===== src/rtl/audio_out_pkg.sv =====
// audio_out_pkg
// Shared constants and helpers for the multi-channel delta-sigma audio output
// stage (audio_dsm_out and its per-channel modulator audio_dsm_channel).
//   DEFAULT_RATE_DIV : clk cycles per sample period (50 MHz / 48 kHz)
//   LFSR_SEED        : reset value of the dither LFSR
//   LFSR_TAPS        : feedback mask for taps 16,14,13,11 (bit 15 = tap 16)
//   to_offset()      : signed two's complement -> offset binary (MSB invert)
package audio_out_pkg;

    localparam int          DEFAULT_RATE_DIV = 1042;
    localparam logic [15:0] LFSR_SEED        = 16'hACE1;
    localparam logic [15:0] LFSR_TAPS        = 16'hB400;

    // Works on samples up to 32 bits wide; callers truncate the result back
    // to their own width.
    function automatic logic [31:0] to_offset(input logic [31:0] sample,
                                              input int          width);
        to_offset = sample ^ (32'd1 << (width - 1));
    endfunction

endpackage


===== src/rtl/audio_dsm_channel.sv =====
// audio_dsm_channel
// One first-order delta-sigma modulator. Each clk cycle the offset-binary
// sample is added to a WIDTH-bit accumulator; the carry out is the output bit.
// Optional dither (macro AUDIO_DSM_DITHER_EN) adds a signed nibble (-8..7) to
// the offset-binary sample and saturates to [0, 2^WIDTH-1].
// Ports:
//   clk, reset : system clock, synchronous active-high reset
//   sample     : current PCM sample, signed two's complement
//   dither     : raw LFSR nibble (only present with AUDIO_DSM_DITHER_EN)
//   bit_out    : registered bitstream output
module audio_dsm_channel
    import audio_out_pkg::*;
#(
    parameter int WIDTH = 16
) (
    input  logic             clk,
    input  logic             reset,
    input  logic [WIDTH-1:0] sample,
`ifdef AUDIO_DSM_DITHER_EN
    input  logic [3:0]       dither,
`endif
    output logic             bit_out
);

    logic [WIDTH-1:0] acc_q, acc_d;
    logic             bit_q, bit_d;
    logic [WIDTH-1:0] u_raw;
    logic [WIDTH-1:0] u;
    logic [WIDTH:0]   sum;
`ifdef AUDIO_DSM_DITHER_EN
    logic signed [4:0]       dither_s;
    logic signed [WIDTH+1:0] dithered;
`endif

    always_comb begin
        u_raw = WIDTH'(to_offset(32'(sample), WIDTH));
`ifdef AUDIO_DSM_DITHER_EN
        dither_s = $signed({1'b0, dither}) - 5'sd8;
        dithered = $signed({2'b00, u_raw})
                 + $signed({{(WIDTH-3){dither_s[4]}}, dither_s});
        // Top bit set means negative; bit WIDTH set means above full scale.
        if (dithered[WIDTH+1]) begin
            u = '0;
        end else if (dithered[WIDTH]) begin
            u = '1;
        end else begin
            u = dithered[WIDTH-1:0];
        end
`else
        u = u_raw;
`endif
        sum   = {1'b0, acc_q} + {1'b0, u};
        acc_d = sum[WIDTH-1:0];
        bit_d = sum[WIDTH];
    end

    always_ff @(posedge clk) begin
        if (reset) begin
            acc_q <= '0;
            bit_q <= 1'b0;
        end else begin
            acc_q <= acc_d;
            bit_q <= bit_d;
        end
    end

    assign bit_out = bit_q;

endmodule


===== src/rtl/audio_dsm_out.sv =====
// audio_dsm_out
// Multi-channel 1-bit audio output stage. PCM frames (all channels in one
// word, channel 0 in the LSBs) are pushed over valid/ready into a frame FIFO.
// A rate divider pops one frame per sample period into the current-sample
// registers, which feed one delta-sigma modulator per channel at clk rate.
// An empty FIFO at a sample tick repeats the last sample and sets a sticky
// underrun flag. Optional macro AUDIO_DSM_DITHER_EN adds shared LFSR dither.
// Ports:
//   clk, reset      : system clock, synchronous active-high reset
//   enable          : runs the sample-rate divider (0 clears it, no pops)
//   in_data/in_valid: frame input; in_ready = FIFO not full
//   clear_underrun  : clears underrun (a coincident set wins)
//   underrun        : sticky, FIFO was empty at a sample tick
//   fifo_level      : frames currently stored
//   audio_out       : registered bitstreams, bit n = channel n
module audio_dsm_out
    import audio_out_pkg::*;
#(
    parameter int CHANNELS   = 2,
    parameter int WIDTH      = 16,
    parameter int FIFO_DEPTH = 16,
    parameter int RATE_DIV   = DEFAULT_RATE_DIV
) (
    input  logic                        clk,
    input  logic                        reset,
    input  logic                        enable,
    input  logic [CHANNELS*WIDTH-1:0]   in_data,
    input  logic                        in_valid,
    output logic                        in_ready,
    input  logic                        clear_underrun,
    output logic                        underrun,
    output logic [$clog2(FIFO_DEPTH):0] fifo_level,
    output logic [CHANNELS-1:0]         audio_out
);

    localparam int               PTR_W      = $clog2(FIFO_DEPTH);
    localparam int               CNT_W      = $clog2(RATE_DIV);
    localparam int               FRAME_W    = CHANNELS * WIDTH;
    localparam logic [PTR_W:0]   LEVEL_FULL = (PTR_W + 1)'(FIFO_DEPTH);
    localparam logic [CNT_W-1:0] CNT_LAST   = CNT_W'(RATE_DIV - 1);

    logic [FRAME_W-1:0] mem_q [FIFO_DEPTH];
    logic [FRAME_W-1:0] mem_d [FIFO_DEPTH];
    logic [PTR_W-1:0]   wr_ptr_q, wr_ptr_d;
    logic [PTR_W-1:0]   rd_ptr_q, rd_ptr_d;
    logic [PTR_W:0]     level_q, level_d;
    logic [CNT_W-1:0]   cnt_q, cnt_d;
    logic               underrun_q, underrun_d;
    logic [FRAME_W-1:0] cur_sample_q, cur_sample_d;
    logic               push, pop, tick, empty;
`ifdef AUDIO_DSM_DITHER_EN
    logic [15:0]        lfsr_q, lfsr_d;
`endif

    // in_ready comes straight from the level register, so it never depends
    // combinationally on in_valid.
    assign in_ready = (level_q != LEVEL_FULL);

    always_comb begin
        empty = (level_q == '0);
        push  = in_valid && in_ready;
        tick  = enable && (cnt_q == CNT_LAST);
        pop   = tick && !empty;

        if (!enable || cnt_q == CNT_LAST) begin
            cnt_d = '0;
        end else begin
            cnt_d = cnt_q + CNT_W'(1);
        end

        mem_d = mem_q;
        if (push) begin
            mem_d[wr_ptr_q] = in_data;
        end

        // Depth is a power of two, so the pointers wrap naturally.
        wr_ptr_d = push ? wr_ptr_q + PTR_W'(1) : wr_ptr_q;
        rd_ptr_d = pop  ? rd_ptr_q + PTR_W'(1) : rd_ptr_q;

        case ({push, pop})
            2'b10:   level_d = level_q + (PTR_W + 1)'(1);
            2'b01:   level_d = level_q - (PTR_W + 1)'(1);
            default: level_d = level_q;
        endcase

        cur_sample_d = pop ? mem_q[rd_ptr_q] : cur_sample_q;

        if (tick && empty) begin
            underrun_d = 1'b1;
        end else if (clear_underrun) begin
            underrun_d = 1'b0;
        end else begin
            underrun_d = underrun_q;
        end

`ifdef AUDIO_DSM_DITHER_EN
        lfsr_d = {lfsr_q[14:0], ^(lfsr_q & LFSR_TAPS)};
`endif
    end

    always_ff @(posedge clk) begin
        if (reset) begin
            wr_ptr_q     <= '0;
            rd_ptr_q     <= '0;
            level_q      <= '0;
            cnt_q        <= '0;
            underrun_q   <= 1'b0;
            cur_sample_q <= '0;
`ifdef AUDIO_DSM_DITHER_EN
            lfsr_q       <= LFSR_SEED;
`endif
        end else begin
            wr_ptr_q     <= wr_ptr_d;
            rd_ptr_q     <= rd_ptr_d;
            level_q      <= level_d;
            cnt_q        <= cnt_d;
            underrun_q   <= underrun_d;
            cur_sample_q <= cur_sample_d;
`ifdef AUDIO_DSM_DITHER_EN
            lfsr_q       <= lfsr_d;
`endif
        end
    end

    // Frame storage needs no reset: entries are only read after being written.
    always_ff @(posedge clk) begin
        mem_q <= mem_d;
    end

    assign underrun   = underrun_q;
    assign fifo_level = level_q;

    for (genvar n = 0; n < CHANNELS; n++) begin : g_chan
        audio_dsm_channel #(
            .WIDTH (WIDTH)
        ) u_chan (
            .clk     (clk),
            .reset   (reset),
            .sample  (cur_sample_q[n*WIDTH +: WIDTH]),
`ifdef AUDIO_DSM_DITHER_EN
            .dither  (lfsr_q[(4*n)%16 +: 4]),
`endif
            .bit_out (audio_out[n])
        );
    end

endmodule


===== config.mk =====
export PLATFORM = sky130hd
export DESIGN_NAME = audio_dsm_out
export DESIGN_NICKNAME = d
export VERILOG_FILES = /design/src/rtl/audio_out_pkg.sv /design/src/rtl/audio_dsm_channel.sv /design/src/rtl/audio_dsm_out.sv
export SDC_FILE = /design/constraint.sdc
export NUM_CORES = 1
export LEC_CHECK = 0
export ABC_AREA = 1
export CORE_ASPECT_RATIO = 1.75
export CORE_MARGIN = 2
export CORE_UTILIZATION = 60
export DETAILED_ROUTE_END_ITERATION = 10
export PLACE_DENSITY = 0.77
export SYNTH_ARGS = -nofsm -noshare
export SYNTH_HDL_FRONTEND = slang
export SYNTH_HIERARCHICAL = 1
export SYNTH_SLANG_ARGS = --single-unit
export TNS_END_PERCENT = 100

===== constraint.sdc =====
create_clock -name clk -period 7.4 [get_ports clk]
set_input_delay 1.85 -clock clk [delete_from_list [all_inputs] [get_ports clk]]
set_output_delay 1.85 -clock clk [all_outputs]
set_load 0.05 [all_outputs]

== After elaboration in Yosys (flattened, before gate mapping) ==
Cells that the tools add are included.
Word-level totals
  output and inout port bits: 9
  logic and storage cells: 65
  bits in registers: 603
  input bits: 37
Cells by class
  multiplexer cells: 9
  add/sub/neg operators: 7
  order comparisons: 3
  reduce and logical (&&, ||, !) cells: 12
  bitwise gates (word level): 4
  equal/unequal tests: 4
Operators by type and width (number)
  bitwise mux 512 bit: 1
  binary-select mux 32 bit (select 4 bit): 1
  demux 32 bit (select 4 bit): 1
  two-way mux 32 bit: 3
  adder 16 x 16 -> 17 bit: 2
  adder 11 x 1 -> 11 bit (second input constant): 1
  equality test 11 bit (second input constant): 1
  >= comparator 5 bit (second input constant): 2
  NOT 4 -> 5 bit: 2
  case mux 5 bit (2 select lines): 1
  adder 4 x 1 -> 4 bit (second input constant): 2
  adder 5 x 1 -> 5 bit (second input constant): 1
  logical AND 1 bit: 5
  logical NOT 5 bit: 1
  less-than comparator 5 x 1 -> 1 bit (second input constant): 1
  != test 5 bit (second input constant): 1
  subtractor 5 x 1 -> 5 bit (second input constant): 1
  nonzero test 2 bit: 2
  equality test 2 x 1 -> 1 bit (second input constant): 1
  equality test 2 bit (second input constant): 1
  logical NOT 1 bit: 2
  two-way mux 1 bit: 2
  NOT 1 bit: 2
  OR reduction 2 bit: 1
  logical OR 1 bit: 1

== Longest topological paths before layout ==
Gate-level depths: netlist of the first run.
  depth after elaboration: 6
  mapped depth: 18
  gate-level depth less buffers: 17

== Modules after synthesis ==
The synthesis of the first run kept the hierarchy.
By module, submodules not included
  audio_dsm_out: instances 1, sequential area each 16515.8 µm², area an instance 24422.2 µm², cells an instance 2391
  audio_dsm_channel at g_chan[0].u_chan: instances 1, sequential area each 340.3 µm², area an instance 1385.1 µm², cells an instance 223
  audio_dsm_channel at g_chan[1].u_chan: instances 1, sequential area each 340.3 µm², area an instance 1381.3 µm², cells an instance 223

== Least setup slack after synthesis of the first run ==
OpenSTA, ideal clock, no wires.
  path type: in2reg
  start: in in_valid
  end: reg mem_q[0] (netlist bit), enable pin
  arrival: 3.589 ns
  cell stages on the path: 4
  setup time: 0.421 ns
  required time: 6.979 ns
  setup slack: 3.390 ns
  cells stage by stage: nand2_2 -> inv_1 -> nand2_1 -> nor2_1
Between the ends
  cells in the longest elaborated chain, start to end: 1
Ends and longest elaborated chain
  start: declaration: line audio_dsm_out.sv:28  | input logic in_valid,
  logical AND 1 bit: line audio_dsm_out.sv:61  | push = in_valid && in_ready;
  end signal: assignment: line audio_dsm_out.sv:127  | mem_q <= mem_d;
  end: declaration: line audio_dsm_out.sv:42  | logic [FRAME_W-1:0] mem_q [FIFO_DEPTH];
Every way passes these cells.
A chain may end at the register's enable or synchronous reset.

== Final worst setup path of the first run ==
  start: in enable
  end: reg level_q[4] (netlist: fifo_level[4])
Between the ends
  cells in the longest elaborated chain, start to end: 4
  elaborated cells on any way between the ends: 6
  classes of those cells: eq/ne (2); mux (1); reduce/logical (3)
Ends and longest elaborated chain
  start: declaration: line audio_dsm_out.sv:26  | input logic enable,
  logical AND 1 bit *: line audio_dsm_out.sv:62  | tick = enable && (cnt_q == CNT_LAST);
  logical AND 1 bit *: line audio_dsm_out.sv:63  | pop = tick && !empty;
  net pop: line audio_dsm_out.sv:50  | logic push, pop, tick, empty;
  equality test 2 x 1 -> 1 bit / equality test 2 bit (equally long branches): line audio_dsm_out.sv:80  | case ({push, pop})
  case mux 5 bit (2 select lines) / nonzero test 2 bit (equally long branches)
  end signal: assignment: line audio_dsm_out.sv:115  | level_q <= level_d;
  end: declaration: line audio_dsm_out.sv:46  | logic [PTR_W:0] level_q, level_d;
The timed path passes the listed nets; every way through them passes the cells marked *.

==> results of run 1 <==
==> final timing paths <==
kind | startpoint | endpoint | slack [ps] | depth (start not counted)
setup / recovery | enable | fifo_level[4] | 3250 | 13
hold reg to reg | underrun | underrun | 470 | 2
hold / removal | underrun | underrun | 470 | 2
setup reg to reg | rd_ptr_q[0] | cur_sample_q[16] | 4190 | 9
==> registers in the layout, indices dropped and copies added (netlist names) <==
register / count
cnt_q: 11
cur_sample_q: 32
fifo_level: 5
g_chan.u_chan/acc_q: 32
g_chan.u_chan/bit_out: 2
mem_q: 512
rd_ptr_q: 4
underrun: 1
wr_ptr_q: 4
==> critical path: stages <==
cell and delay, ps:
sky130_fd_sc_hd__clkdlybuf4s50_1 630, sky130_fd_sc_hd__nand4_4 610, sky130_fd_sc_hd__inv_1 280, sky130_fd_sc_hd__ha_1 330, sky130_fd_sc_hd__xor2_1 220, sky130_fd_sc_hd__ha_1 170
sky130_fd_sc_hd__inv_1 40, sky130_fd_sc_hd__nand2_1 100, sky130_fd_sc_hd__nand3_1 100, sky130_fd_sc_hd__nand3b_1 100, sky130_fd_sc_hd__nand2_1 60, sky130_fd_sc_hd__nand2_1 50
sky130_fd_sc_hd__a21oi_1 50
==> through the flow <==
stage          power, mW  util [%]
2_1_floorplan       3.88         -
3_3_place_gp        3.98      62.1
3_5_place_dp        3.99      62.1
4_1_cts             6.64      65.8
5_1_grt             6.78      65.8
6_report            6.61      65.8
==> placed cells by master (no fill, tap or decap), types with 6 or more instances in the layout <==
cell type / Yosys / layout
sky130_fd_sc_hd__nand2_1: 989 / 989
sky130_fd_sc_hd__edfxtp_1: 512 / 512
sky130_fd_sc_hd__inv_1: 419 / 418
sky130_fd_sc_hd__nand3_1: 375 / 375
sky130_fd_sc_hd__dfxtp_1: 91 / 87
sky130_fd_sc_hd__nor2_1: 89 / 73
sky130_fd_sc_hd__a21oi_1: 71 / 71
sky130_fd_sc_hd__clkbuf_16: 0 / 54
sky130_fd_sc_hd__clkdlybuf4s50_1: 0 / 44
sky130_fd_sc_hd__ha_1: 43 / 43
sky130_fd_sc_hd__nor2_4: 4 / 20
sky130_fd_sc_hd__o21ai_0: 20 / 20
sky130_fd_sc_hd__inv_2: 16 / 16
sky130_fd_sc_hd__nand2_2: 16 / 16
sky130_fd_sc_hd__nand3_2: 12 / 12
sky130_fd_sc_hd__clkbuf_1: 23 / 12
sky130_fd_sc_hd__buf_4: 20 / 12
sky130_fd_sc_hd__xor2_1: 10 / 10
sky130_fd_sc_hd__clkinv_1: 1 / 8
sky130_fd_sc_hd__nand4_1: 7 / 7
sky130_fd_sc_hd__a21oi_2: 7 / 7
sky130_fd_sc_hd__nor3_1: 6 / 6
sky130_fd_sc_hd__clkinv_2: 0 / 6
sky130_fd_sc_hd__nor3_2: 6 / 6
==> cell families after synthesis <==
family                     count (synthesis)  share of synthesized area [%]
AOI/OAI and AO/OA                        102                           2.08
DFF                                      603                           63.2
buffers and inverters                    558                           8.51
xor gates and xnor gates                  11                          0.354
and+or+nand+nor                         1518                           23.7
adders and majority gates                 45                           2.13
==> cell usage after synthesis <==
master,count
sky130_fd_sc_hd__nor2_4,4
sky130_fd_sc_hd__nand4_4,1
sky130_fd_sc_hd__inv_4,1
sky130_fd_sc_hd__xnor2_1,1
sky130_fd_sc_hd__nand3_1,375
sky130_fd_sc_hd__nand3b_1,5
sky130_fd_sc_hd__or2_1,2
sky130_fd_sc_hd__nor3_2,6
sky130_fd_sc_hd__xor2_1,10
sky130_fd_sc_hd__o21bai_1,1
sky130_fd_sc_hd__nor2_2,1
sky130_fd_sc_hd__clkbuf_4,3
sky130_fd_sc_hd__buf_1,8
sky130_fd_sc_hd__a21oi_4,2
sky130_fd_sc_hd__and2_2,2
sky130_fd_sc_hd__or2_0,2
sky130_fd_sc_hd__buf_4,20
sky130_fd_sc_hd__buf_6,6
sky130_fd_sc_hd__nand4_1,7
sky130_fd_sc_hd__edfxtp_1,512
sky130_fd_sc_hd__o21ai_0,20
sky130_fd_sc_hd__nor3_1,6
sky130_fd_sc_hd__a21boi_0,1
sky130_fd_sc_hd__inv_1,419
sky130_fd_sc_hd__buf_8,1
sky130_fd_sc_hd__nand2_2,16
sky130_fd_sc_hd__a21oi_1,71
sky130_fd_sc_hd__nand3_2,12
sky130_fd_sc_hd__inv_2,16
sky130_fd_sc_hd__ha_1,43
sky130_fd_sc_hd__dfxtp_1,91
sky130_fd_sc_hd__nand2_1,989
sky130_fd_sc_hd__clkbuf_1,23
sky130_fd_sc_hd__buf_2,60
sky130_fd_sc_hd__a21oi_2,7
sky130_fd_sc_hd__nor2_1,89
sky130_fd_sc_hd__clkinv_1,1
sky130_fd_sc_hd__fa_1,2
sky130_fd_sc_hd__nand3b_2,1
==> power breakdown <==
group	switching, mW	internal (mW)
clock network	1.19	1.51
registers	0.0121	3.72
logic	0.135	0.0471
==> layer usage <==
layer	up-vias	GRT usage [%]
met5	-	0
met4	0	12.1
met3	165	3.02
met2	709	50.1
met1	9073	32.4
li1	9108	-
==> layout make-up <==
class / count / area (um^2)
fill: 3365 / 15400
tap: 577 / 722
inverter: 437 / 1650
multi-input combinational: 1676 / 7800
clock inverter: 24 / 260
sequential: 603 / 17200
clock buffer: 66 / 1400
timing repair buffer: 58 / 556
==> summary.txt, run 1 <==
Startpoint-to-endpoint class of the critical path: in -> reg
Fmax: 0.241 GHz
Die outline height: 286 um
Proportion of synthesized chip area in sequential cells: 63.2%
Category of the worst setup path launch point: input port
Number of nets with antenna violations after routing: 0
WL per Instance: 18.4 um
Synthesized instance count: 2,837
Netlist area before placement: 0.0272 mm^2
Net count reported at finish: 2,910
Total nets after synthesis: 2,919
Clock slew seen by the registers of the worst setup and hold paths: 70 ps
Finished Layout Cells: 3,441
Power per cell area: 223 mW/mm^2
Setup repair after global routing missed its margin: false
Area growth, synth to finish: 8.82%
Synthesis warning total: 6
Clock insertion delay at the later pin of the skew report: 590 ps
Starting utilization of the core area: 60.5%
GR Util All Layers: 27.5%
Layout cells sized above 1: 6.11%
Synth area leader: sky130_fd_sc_hd__edfxtp_1
Metal2 WL: 34.0 mm
Total grt overflow: 0
# placed instances: 3,351
Hold Vio Cnt, Final: 0
Data required time of the critical path: 7840 ps
Placement Setup Slack: 2690 ps
Maximum number of pins on one net before global-route repair: 202
Number of max-capacitance violations reported: 0
Number of buffers added to fix hold violations after cts: 0
Global-route wire length before repair: 98.6 mm
Number of library cell types mapped by synthesis: 39
Core outline area: 0.0450 mm^2
Number of buffers inserted during clock tree synthesis: 52
Sort of element at the end of the critical path: flop
Final std cell area, no fill: 0.0296 mm^2
Vias in the first global route: 18,698
Post-DR vias/cell: 5.54
Routed met1 length: 22.8 mm
Min Tclk post-route: 4150 ps
Number of diodes: 0
Number of setup violations in the final report: 0
Worst hold-check slack: 466 ps
Number of DRC violations after detailed-routing iteration 0: 1,752
Final Wtd Congestion: 0.875
Clock tree from TritonCTS: done
Cell area after placement: 0.0279 mm^2
Mean cell area of the mapped netlist: 9.58 um^2
Row Count: 103
Vias post-DR: 19,055
Clock Tree Buf Depth: 3
Overall die width: 165 um
Final clock period utilization by the worst path: 56.0%
Port buffer count: 45
Hold Path Class: reg -> reg
Worst slew slack as a fraction of its limit: 15.5%
DRC: 0
Wire length reported by the detailed router: 63.2 mm
Crit path setup slack, layout: 3250 ps
Post-cts repair resize count: 0
Ranking of synthesized cells by area: sky130_fd_sc_hd__edfxtp_1, sky130_fd_sc_hd__nand2_1, sky130_fd_sc_hd__nand3_1, sky130_fd_sc_hd__dfxtp_1, sky130_fd_sc_hd__inv_1
Initial antenna violation count: 0
Data arrival time at the worst-slack endpoint: 4580 ps
Setup Skew: 19.1 ps
Status: finished clean
Number of slew-limit violations in the final report: 0
Pleak: 12.5 nW
Maximum level of the CTS H-tree: 2
Top cell type's share of synthesized area: 56.5%
#FFs+latches synth: 603
Max layer used: met4
Transition at the pin with the smallest max-transition slack: 1270 ps
Total I/O pin count: 46
Met3 routed WL: 3.73 mm
Root cell of the clock tree: sky130_fd_sc_hd__clkbuf_16
First-pass iteration count of the detailed router: 5
Setup_tns: 0 ps
Largest fanout on the critical path: 36
Postcts setup bufs: 0
Die Area: 0.0471 mm^2
Worst ir drop on vdd: 0.000224 V
Clock sinks: 603
Detailed placer's ending HPWL: 38.0 mm
(Power assumes the default switching activity.)
==> run 2, diff against run 1 <==
--- a/config.mk
+++ b/config.mk
@@ -8,7 +8,7 @@
 export ABC_AREA = 1
 export CORE_ASPECT_RATIO = 1.75
 export CORE_MARGIN = 2
-export CORE_UTILIZATION = 60
+export CORE_UTILIZATION = 57
 export DETAILED_ROUTE_END_ITERATION = 10
 export PLACE_DENSITY = 0.77
 export SYNTH_ARGS = -nofsm -noshare
==> constraint.sdc (replaced) <==
create_clock -name clk -period 3.4 [get_ports clk]
set_input_delay 0.85 -clock clk [delete_from_list [all_inputs] [get_ports clk]]
set_output_delay 0.85 -clock clk [all_outputs]
set_load 0.05 [all_outputs]
==> run 2 against run 1 <==
Combinational power is 130% higher. Global-route usage fell by 0.81 points. Register-to-register slack worse by 3200 ps. Sequential share of layout area is 0.50 points lower. Clock-buffer cell count increased by 6. Critical path depth decreased by 10. First-iteration DRC count grew 26%. Largest cell class unchanged.
==> summary.txt, run 2 (synthesis gave the netlist of run 1 again) <==
Status: finished clean
Pleak: 12.6 nW
Post-DR vias/cell: 5.52
Starting utilization of the core area: 57.8%
First-pass iteration count of the detailed router: 6
Final Wtd Congestion: 0.879
GR Util All Layers: 26.7%
Vias in the first global route: 19,200
Number of buffers inserted during clock tree synthesis: 51
Worst reg2reg path startpoint: cnt_q[0]
Data required time of the critical path: 2550 ps
Top reg by flops: mem_q
Wire length reported by the detailed router: 65.3 mm
List of cells traversed by the critical path: nor2_1 -> nand3_1 -> clkdlybuf4s50_1
Leading cell type in the layout, fill and taps excluded: sky130_fd_sc_hd__nand2_1
Clock sinks: 603
Hold Path Stages: 2
Number of max-capacitance violations reported: 0
Fmax: 0.336 GHz
Largest regs: mem_q x512, cur_sample_q x32, g_chan.u_chan/acc_q x32
Met1 Use GR: 32.0%
Worst ir drop on vdd: 0.000454 V
Port buffer count: 45
Post-layout power: 13.9 mW
Data arrival time at the worst-slack endpoint: 2130 ps
Setup_tns: 0 ps
Maximum level of the CTS H-tree: 2
Hold Vio Cnt, Final: 0
Critical Path Slowest Stage Cell: sky130_fd_sc_hd__clkdlybuf4s50_1
Transition at the pin with the smallest max-transition slack: 997 ps
Global-route wire length before repair: 102 mm
Net count reported at finish: 2,942
Postcts setup bufs: 0
Final clock period utilization by the worst path: 87.6%
Met2 routing resource usage after global routing: 48.0%
DRC: 0
Maximum number of pins on one net before global-route repair: 185
WL per Instance: 18.7 um
Root cell of the clock tree: sky130_fd_sc_hd__clkbuf_16
Number of DRC violations after detailed-routing iteration 0: 2,201
Met3 Resource Use GR: 3.03%
Largest fanout on the critical path: 5
Worst R2R Path Depth: 16
Detailed placer's ending HPWL: 41.1 mm
Number of nets with antenna violations after routing: 0
Worst stage delay on the critical path: 820 ps
Total grt overflow: 0
Layout cells sized above 1: 6.89%
Post-cts repair resize count: 0
Destination of the worst register-to-register timing path: fifo_level[4]
Source of the worst hold timing path: underrun
Hold Path Class: reg -> reg
Min Tclk post-route: 2980 ps
Vias post-DR: 19,261
Reg-to-reg setup timing slack: 1040 ps
Startpoint-to-endpoint class of the critical path: reg -> out
Number of buffers added to fix hold violations after cts: 0
Total I/O pin count: 46
Setup repair after global routing missed its margin: false
Number of setup violations in the final report: 0
Core outline area: 0.0470 mm^2
Worst hold path endpoint: underrun
Initial antenna violation count: 2
Buf/Inv on CP: 1
Clock insertion delay at the later pin of the skew report: 590 ps
Die outline height: 293 um
Number of flip-flops under the largest register name: 512
Overall die width: 169 um
Category of the worst setup path launch point: flop
Commonest cells after routing, fill and taps aside: sky130_fd_sc_hd__nand2_1, sky130_fd_sc_hd__edfxtp_1, sky130_fd_sc_hd__inv_1
Row Count: 105
Cell family with the largest share of critical-path delay: buffers and inverters
Setup Skew: 18.4 ps
Worst slew slack as a fraction of its limit: 33.6%
Clock Tree Buf Depth: 3
Clock tree from TritonCTS: done
Power per cell area: 466 mW/mm^2
Area growth, synth to finish: 9.76%
Clock slew seen by the registers of the worst setup and hold paths: 70 ps
Die Area: 0.0495 mm^2
GRT busiest layer: met2
Sort of element at the end of the critical path: output port
Number of slew-limit violations in the final report: 0
[run 2: cell type report]
| cell class | count | area, um^2 |
|---|---|---|
| Clock buffer | 72 | 1370 |
| Fill cell | 3614 | 17200 |
| Multi-Input combinational cell | 1676 | 7800 |
| Inverter | 437 | 1650 |
| Clock inverter | 22 | 118 |
| Antenna cell | 2 | 5.00 |
| Tap cell | 588 | 736 |
| Timing Repair Buffer | 91 | 966 |
| Sequential cell | 603 | 17200 |
[run 2: metal layers]
metal / vias up / share of wire, %
met2: 836 / 52
met5: - / 0
li1: 9179 / -
met1: 9069 / 37
met4: 0 / 4.0
met3: 177 / 7.4
[run 2: how the worst max path moves through the flow]
stage | start | endpoint | slack, ps | cells past startpoint
after floorplan | fifo_level[0] | mem_q[0] | -160 | 6
after global placement | enable | fifo_level[4] | 370 | 14
after detailed placement | enable | fifo_level[4] | 420 | 14
after CTS | fifo_level[0] | in_ready | 400 | 3
after global routing | fifo_level[0] | in_ready | 350 | 3
final | fifo_level[0] | in_ready | 420 | 3
[run 2: where the power goes]
group / internal [mW] / switching [mW]
Clock: 2.80 / 2.56
Sequential: 8.10 / 0.0270
Combinational: 0.114 / 0.307
Total: 11.0 / 2.90
[run 2: worst min-delay path, delay by kind of cell, from the launching register on]
| kind | cells | cell delay, ps |
|---|---|---|
| compound gates | 1 | 50 |
| flops | 1 | 310 |
| simple gates | 1 | 60 |
[run 2: per-stage QoR]
| stage | hold slack, ps | instance area, um^2 | worst slack (ps) | instances | util, % |
|---|---|---|---|---|---|
| after CTS | 483 | 29800 | 402 | 3489 | 63.4 |
| after floorplan | 444 | 27200 | -159 | 2837 | - |
| after global placement | 456 | 28400 | 367 | 3395 | 60.3 |
| after detailed placement | 468 | 28400 | 421 | 3395 | 60.3 |
| final | 472 | 29800 | 422 | 3491 | 63.4 |
| after global routing | 499 | 29800 | 348 | 3491 | 63.4 |
